**src/rtl/exe_task_buffer.sv**
```systemverilog
// Capture buffer for multi-word microcode sequences (TSS images, call frames, descriptor pairs).
// Newest data sits at bit 0; a registered half-word-indexed window reads any WORD_W slice.
module exe_task_buffer #(
  parameter int WORD_W = 32,
  parameter int DEPTH  = 16,
  parameter int IDX_W  = $clog2(2*DEPTH)
) (
  input  logic              clk,
  input  logic              rst,
  input  logic              clear,
  input  logic              push,
  input  logic              push_half,
  input  logic [WORD_W-1:0] push_data,
  input  logic              pop,
  input  logic              rd_en,
  input  logic [IDX_W-1:0]  rd_index,
  output logic [WORD_W-1:0] rd_data,
  output logic              rd_valid,
  output logic [IDX_W:0]    level,
  output logic              empty,
  output logic              full,
  output logic              overflow,
  output logic              underflow,
  output logic              proto_err
);

  localparam int H       = WORD_W / 2;
  localparam int STORE_W = DEPTH * WORD_W;
  localparam int HCAP    = 2 * DEPTH;

  localparam logic [IDX_W:0]   HCAP_L   = (IDX_W+1)'(HCAP);
  localparam logic [IDX_W+1:0] HCAP_EXT = (IDX_W+2)'(HCAP);
  localparam logic [IDX_W:0]   TWO_L    = (IDX_W+1)'(2);

  logic [STORE_W-1:0] store_q, store_d;
  logic [IDX_W:0]     level_q, level_d;
  logic [WORD_W-1:0]  rd_data_q, rd_data_d;
  logic               rd_valid_q, rd_valid_d;
  logic               overflow_q, overflow_d;
  logic               underflow_q, underflow_d;
  logic               proto_err_q, proto_err_d;

  logic [STORE_W-1:0]        popped;
  logic [IDX_W:0]            level_popped;
  logic [1:0]                level_inc;
  logic [IDX_W+1:0]          level_sum;
  logic [STORE_W+WORD_W-1:0] rd_ext;
  logic [31:0]               rd_shift;
  logic [WORD_W-1:0]         rd_window;

  // Zero-extend above the store so windows straddling the top read zeros.
  always_comb begin
    rd_shift  = 32'(rd_index) * 32'(H);
    rd_ext    = {{WORD_W{1'b0}}, store_q} >> rd_shift;
    rd_window = rd_ext[WORD_W-1:0];
  end

  always_comb begin
    store_d      = store_q;
    level_d      = level_q;
    overflow_d   = overflow_q;
    underflow_d  = underflow_q;
    proto_err_d  = proto_err_q;
    rd_data_d    = rd_en ? rd_window : rd_data_q;
    rd_valid_d   = rd_en;
    popped       = store_q;
    level_popped = level_q;
    level_inc    = 2'd0;
    level_sum    = '0;

    if (clear) begin
      store_d     = '0;
      level_d     = '0;
      overflow_d  = 1'b0;
      underflow_d = 1'b0;
      proto_err_d = 1'b0;
    end else begin
      // Pop is applied before any push so pop+push replaces the newest word.
      if (pop) begin
        popped       = store_q >> WORD_W;
        level_popped = (level_q < TWO_L) ? '0 : level_q - TWO_L;
        if (level_q < TWO_L) begin
          underflow_d = 1'b1;
        end
      end

      if (push && push_half) begin
        proto_err_d = 1'b1;
      end

      if (push) begin
        store_d   = {popped[STORE_W-WORD_W-1:0], push_data};
        level_inc = 2'd2;
      end else if (push_half) begin
        store_d   = {popped[STORE_W-H-1:0], push_data[H-1:0]};
        level_inc = 2'd1;
      end else begin
        store_d   = popped;
      end

      level_sum = {1'b0, level_popped} + (IDX_W+2)'(level_inc);
      if (level_sum > HCAP_EXT) begin
        overflow_d = 1'b1;
        level_d    = HCAP_L;
      end else begin
        level_d    = level_sum[IDX_W:0];
      end
    end
  end

  always_ff @(posedge clk) begin
    if (rst) begin
      store_q     <= '0;
      level_q     <= '0;
      rd_data_q   <= '0;
      rd_valid_q  <= 1'b0;
      overflow_q  <= 1'b0;
      underflow_q <= 1'b0;
      proto_err_q <= 1'b0;
    end else begin
      store_q     <= store_d;
      level_q     <= level_d;
      rd_data_q   <= rd_data_d;
      rd_valid_q  <= rd_valid_d;
      overflow_q  <= overflow_d;
      underflow_q <= underflow_d;
      proto_err_q <= proto_err_d;
    end
  end

  assign rd_data   = rd_data_q;
  assign rd_valid  = rd_valid_q;
  assign level     = level_q;
  assign empty     = (level_q == '0);
  assign full      = (level_q == HCAP_L);
  assign overflow  = overflow_q;
  assign underflow = underflow_q;
  assign proto_err = proto_err_q;

endmodule
```
**config.mk**
```make
export PLATFORM = sky130hd
export DESIGN_NAME = exe_task_buffer
export DESIGN_NICKNAME = d
export VERILOG_FILES = /design/src/rtl/exe_task_buffer.sv
export SDC_FILE = /design/constraint.sdc
export NUM_CORES = 2
export LEC_CHECK = 0
export CAP_MARGIN = 20
export CORE_MARGIN = 2
export CORE_UTILIZATION = 59
export CTS_BUF_LIST = sky130_fd_sc_hd__clkbuf_8 sky130_fd_sc_hd__clkbuf_16
export DETAILED_ROUTE_END_ITERATION = 10
export DONT_BUFFER_PORTS = 1
export GPL_ROUTABILITY_DRIVEN = 0
export PLACE_DENSITY = 0.8
export SLEW_MARGIN = 20
export SYNTH_ARGS = -nofsm -noshare
export SYNTH_HDL_FRONTEND = slang
export SYNTH_SLANG_ARGS = --single-unit
```
**constraint.sdc**
```tcl
create_clock -name clk -period 3.3 [get_ports clk]
set_clock_uncertainty 0.1 [all_clocks]
set_input_delay 0.66 -clock clk [delete_from_list [all_inputs] [get_ports clk]]
set_output_delay 0.66 -clock clk [all_outputs]
set_load 0.01 [all_outputs]
```
After elaboration in Yosys (flattened, before gate mapping)
Cells that the tools add are included.
{"block": "totals", "ff_bits": 554}
{"block": "op_classes", "n_lt_le_gt_ge": 2, "eq_ne": 1, "reduce_logical": 6, "shift": 1, "addsub": 2, "mux": 10}
{"cell": "two-way mux 512 bit", "n": 3}
{"cell": ">> shifter 512 x 9 -> 32 bit", "n": 1}
{"cell": "two-way mux 6 bit", "n": 4}
{"cell": "adder 6 x 2 -> 7 bit", "n": 1}
{"cell": "greater-than comparator 7 x 6 -> 1 bit (second input constant)", "n": 1}
{"cell": "== test 6 bit (second input constant)", "n": 1}
{"cell": "logical NOT 6 bit", "n": 1}
{"cell": "< comparator 6 x 2 -> 1 bit (second input constant)", "n": 1}
{"cell": "subtractor 6 x 2 -> 6 bit (second input constant)", "n": 1}
{"cell": "two-way mux 2 bit", "n": 2}
{"cell": "nonzero test 3 bit", "n": 1}
{"cell": "OR reduction 3 bit", "n": 1}
{"cell": "AND reduction 2 bit", "n": 1}
{"cell": "OR reduction 2 bit", "n": 1}
{"cell": "logical AND 1 bit", "n": 1}
{"cell": "two-way mux 1 bit", "n": 1}

Longest topological paths before layout
{"block": "logic_depth", "ltp_word": 7, "ltp_mapped": 12, "depth_no_buf": 9}

Least setup slack after synthesis
No wires, ideal clock.
{"block": "synth_path", "kind": "input to register", "startpoint": "input port pop", "endpoint": "register level_q[4] (netlist: level[4])", "t_arrival_ns": 3.193, "setup_ns": 0.141, "t_required_ns": 3.059, "cell_stages": 11, "slack_ns": -0.134, "n_path_buf": 4, "path_cell_list": "buf_2 > buf_2 > buf_1 > clkbuf_1 > o21ai_0 > ha_1 > a21oi_1 > a2111o_1 > o21ba_2 > a2111oi_0 > nor3_1"}
{"block": "synth_via", "elab_chain_len": 5}
{"element": "start, declared", "line_no": "14", "text": "input logic pop,"}
{"element": "two-way mux 6 bit (*)", "line_no": "79", "text": "if (pop) begin"}
{"element": "two-way mux 6 bit (*)", "line_no": "71", "text": "if (clear) begin"}
{"element": "adder 6 x 2 -> 7 bit (*)", "line_no": "101", "text": "level_sum = {1'b0, level_popped} + (IDX_W+2)'(level_inc);"}
{"element": "greater-than comparator 7 x 6 -> 1 bit", "line_no": "102", "text": "if (level_sum > HCAP_EXT) begin"}
{"element": "OR reduction 3 bit (no line)"}
{"element": "end signal, assigned", "line_no": "122", "text": "level_q <= level_d;"}
{"element": "end, declared", "line_no": "36", "text": "logic [IDX_W:0] level_q, level_d;"}
Every way passes the cells marked *; elsewhere a longest branch is shown, timed or not. The select of a mux whose other input is x is not followed.
A chain may end at the register's enable or synchronous reset.

Final worst setup path
{"block": "layout_path", "startpoint": "input port push", "endpoint": "register level_q[4] (netlist: level[4])"}
{"block": "layout_via", "elab_chain_len": 5}
{"element": "start, declared", "line_no": "11", "text": "input logic push,"}
{"element": "two-way mux 2 bit (*)", "line_no": "91", "text": "if (push) begin"}
{"element": "two-way mux 2 bit (*)", "line_no": "71"}
{"element": "adder 6 x 2 -> 7 bit (*)", "line_no": "101"}
{"element": "greater-than comparator 7 x 6 -> 1 bit", "line_no": "102"}
{"element": "OR reduction 3 bit (no line)"}
Marks and branches as above.

==> flow_summary_export.csv <==
group,metric,value,unit
outcome,status,"finished with violations",
outcome,violations,"slew limit, setup timing",
floorplan,rows,97,
power_and_ir_drop,p_sw,4.31,mW
final_layout,area_growth,4.23,%
timing,setup_viol,346,
final_layout,final_cell_mix,"dfxtp_1, nor2_1, mux2i_1, mux4_2, a211oi_1",
final_layout,drive_gt1_share,20.9,%
clock_tree,postCtsResizedCells,0,
routing,drt_iter0_markers,4707,
clock_tree,clkTransAtPathRegs,0.06,ns
final_layout,nNetsFinal,3907,
routing,wl_per_cell,23.6,µm
floorplan,dieHeight,270,µm
final_layout,fin_util,62.1,%
synth,synthCells,4233,
clock_tree,cts_buffers,66,
placed_design,port-buffer-count,0,
power_and_ir_drop,intPower,12.5,mW
routing,first_pass_iters,6,
placed_design,dp.cells,4730,
power_and_ir_drop,p_sw_share,25.6,%
synth,synthArstFlopShare,0,%
synth,ys_top_cells_by_area,"dfxtp_1, mux4_2, mux2i_1",
routing,num_vias,35092,
floorplan,core-area,0.0700,mm²
synth,synth_fa_ha_area_share,0.138,%
synth,synth_edf_count,0,
final_layout,fin_cells,4851,
synth,synthesis.area,0.0417,mm²
power_and_ir_drop,power_frac_clock,44.5,%
power_and_ir_drop,combPwrFrac,12.5,%
final_layout,layout_commonest_cell,"dfxtp_1",
timing,fin_ws,-1.59,ns
clock_tree,cts_root_buf,"clkbuf_16",
timing,drv_slew,1485,
routing,wl,115000,µm
synth,synth.area.mux_share,38.8,%
critical_path,cp.required,3.68,ns
critical_path,cp-end-kind,"register",
routing,viasPerCell,7.23,
clock_tree,cts.sinks,554,
synth,yosys_warnings,0,
placed_design,hpwl,61600,µm
global_routing,grt_max_degree,899,
timing,post-route-period-util,148,%
synth,ys_types,61,
synth,synth_ff_type,"dfxtp_1",
synth,synth_top_area_share,26.6,%
synth,synth-compound-area-share,19.1,%
clock_tree,insertion_delay,0.62,ns
global_routing,grt_pass1_wl,184000,µm
floorplan,dieArea,0.0729,mm²
placed_design,place_ws,0.285,ns
synth,syn-num-nets,4281,
synth,avgSynthCellArea,9.86,µm²
floorplan,ios,88,
synth,yosys.area_share.simple,10.1,%
synth,synth_top_area_cell,"dfxtp_1",
floorplan,start_util,59.6,%
synth,seq_area_frac_synth,26.6,%
timing,fmax,204,MHz
worst_hold_path,min_path_type,"primary input to register",
power_and_ir_drop,peakVddDrop,0.402,mV
routing,drtAntennaViolNets,0,
critical_path,crit_type,"primary input to register",
timing,maxSlewHeadroom,-170,%
clock_tree,clockBufferDepth,3,
power_and_ir_drop,powerDensity,387,mW/mm²
power_and_ir_drop,power.leakage,15.5,nW
clock_tree,h-tree-depth,3,
critical_path,crit_path_start_kind,"primary input",
global_routing,overflow,0,
power_and_ir_drop,seqPwrFrac,43.0,%
timing,rsz0062_at_grt,"false",
routing,drc_errors,0,
power_and_ir_drop,power,16.8,mW
timing,post-route-min-period,4.89,ns
global_routing,grt_pass1_vias,32850,
timing,worst_pin_slew,4.04,ns
global_routing,antenna_found_initial,2,
critical_path,arrival,5.27,ns
synth,ys_ff_latch,554,
run,drv_cap,0,
floorplan,die_w,270,µm
global_routing,grt_usage,30.5,%
synth,synth-xor-area-share,0.0630,%
clock_tree,cts_tree,"yes",
timing,hold_violations,0,
critical_path,crit_fanout,868,
timing,hold_slack,0.0269,ns
final_layout,num-fill-cells,5590,
synth,synth_top_family_by_area,"multiplexers",
cells in the mapped netlist (24+ instances only):
cell      number
nor2_1       553
a21o_1        40
dfxtp_1      554
nand3_1       37
nand2b_1      61
a211oi_1     322
o211ai_1      47
buf_1         36
clkbuf_1     300
o221a_2       51
a22oi_1      172
nand2_1      120
a221oi_1      24
mux2i_1      479
nor2b_1       26
o21ai_0       74
a21oi_1      294
buf_2        110
nor3b_1       74
mux4_2       388
mux2_2       226
per-layer routing:
| metal | track usage [%] | vias up | part of all wire [%] |
|---|---|---|---|
| li1 | - | 15735 | - |
| met1 | 41.7 | 17649 | 41 |
| met2 | 48.1 | 1478 | 47 |
| met3 | 5.54 | 228 | 8.3 |
| met4 | 12.2 | 2 | 3.5 |
| met5 | 0 | - | 0.012 |
final timing paths:
check	startpoint	to	slack (ns)	depth (start not counted)
worst max-delay path	push	level[4]	-1.59	6
worst min-delay path	rst	rd_data[17]	0.03	1
worst max register to register	level[3]	level[4]	0.36	9
worst min register to register	underflow	underflow	0.43	2
final cells by class:
cell class	count	area (µm²)	area share, %
clock buffers	83	1910	4.39
flip-flops and latches	554	11100	25.5
inverters	13	62.6	0.144
diodes	1	2.50	0.00575
clock inverters	36	303	0.696
repair buffers	39	470	1.08
multi-input cells	3185	28500	65.5
well taps	940	1180	2.70
stage by stage:
| step | instance area, µm² | TNS [ns] |
|---|---|---|
| 6_report | 43500 | -142.07 |
| 5_1_grt | 43500 | 0 |
| 4_1_cts | 43500 | 0 |
| 3_5_place_dp | 41300 | 0 |
| 3_3_place_gp | 41300 | 0 |
| 2_1_floorplan | 41700 | 0 |
cells by family after synthesis:
family	count (synthesis)
simple gates	937
buf+inv	494
compound gates	1144
fa+ha+maj	4
xor+xnor	3
mux	1097
flops	554
power groups by stage:
stage | clock network (mW) | logic (mW) | registers [mW]
floorplan | 0 | 2.23 | 7.23
global placement | 0 | 1.91 | 7.36
detailed placement | 0 | 1.95 | 7.37
CTS | 7.56 | 1.96 | 7.23
global route | 7.85 | 2.13 | 7.27
finish | 7.50 | 2.10 | 7.24
flip-flops by register name, indices dropped and copies added, names as in the netlist:
signal     flops
level          6
rd_valid       1
store_q      512
overflow       1
underflow      1
proto_err      1
rd_data       32
worst max-delay path, cell delays in order:
cell	delay, ns
ha_1	1.53
a21oi_1	0.09
a2111o_1	0.35
o21ba_2	0.26
a2111oi_1	0.39
nor3_1	0.12
what timing repair did:
item	4_1_cts	5_1_grt
hold buffers	1	0
hold endpoints to repair	1	0
endpoints found under the setup margin	0	0
buffers inserted	0	0
No activity file was read; power rests on OpenSTA's default activity.
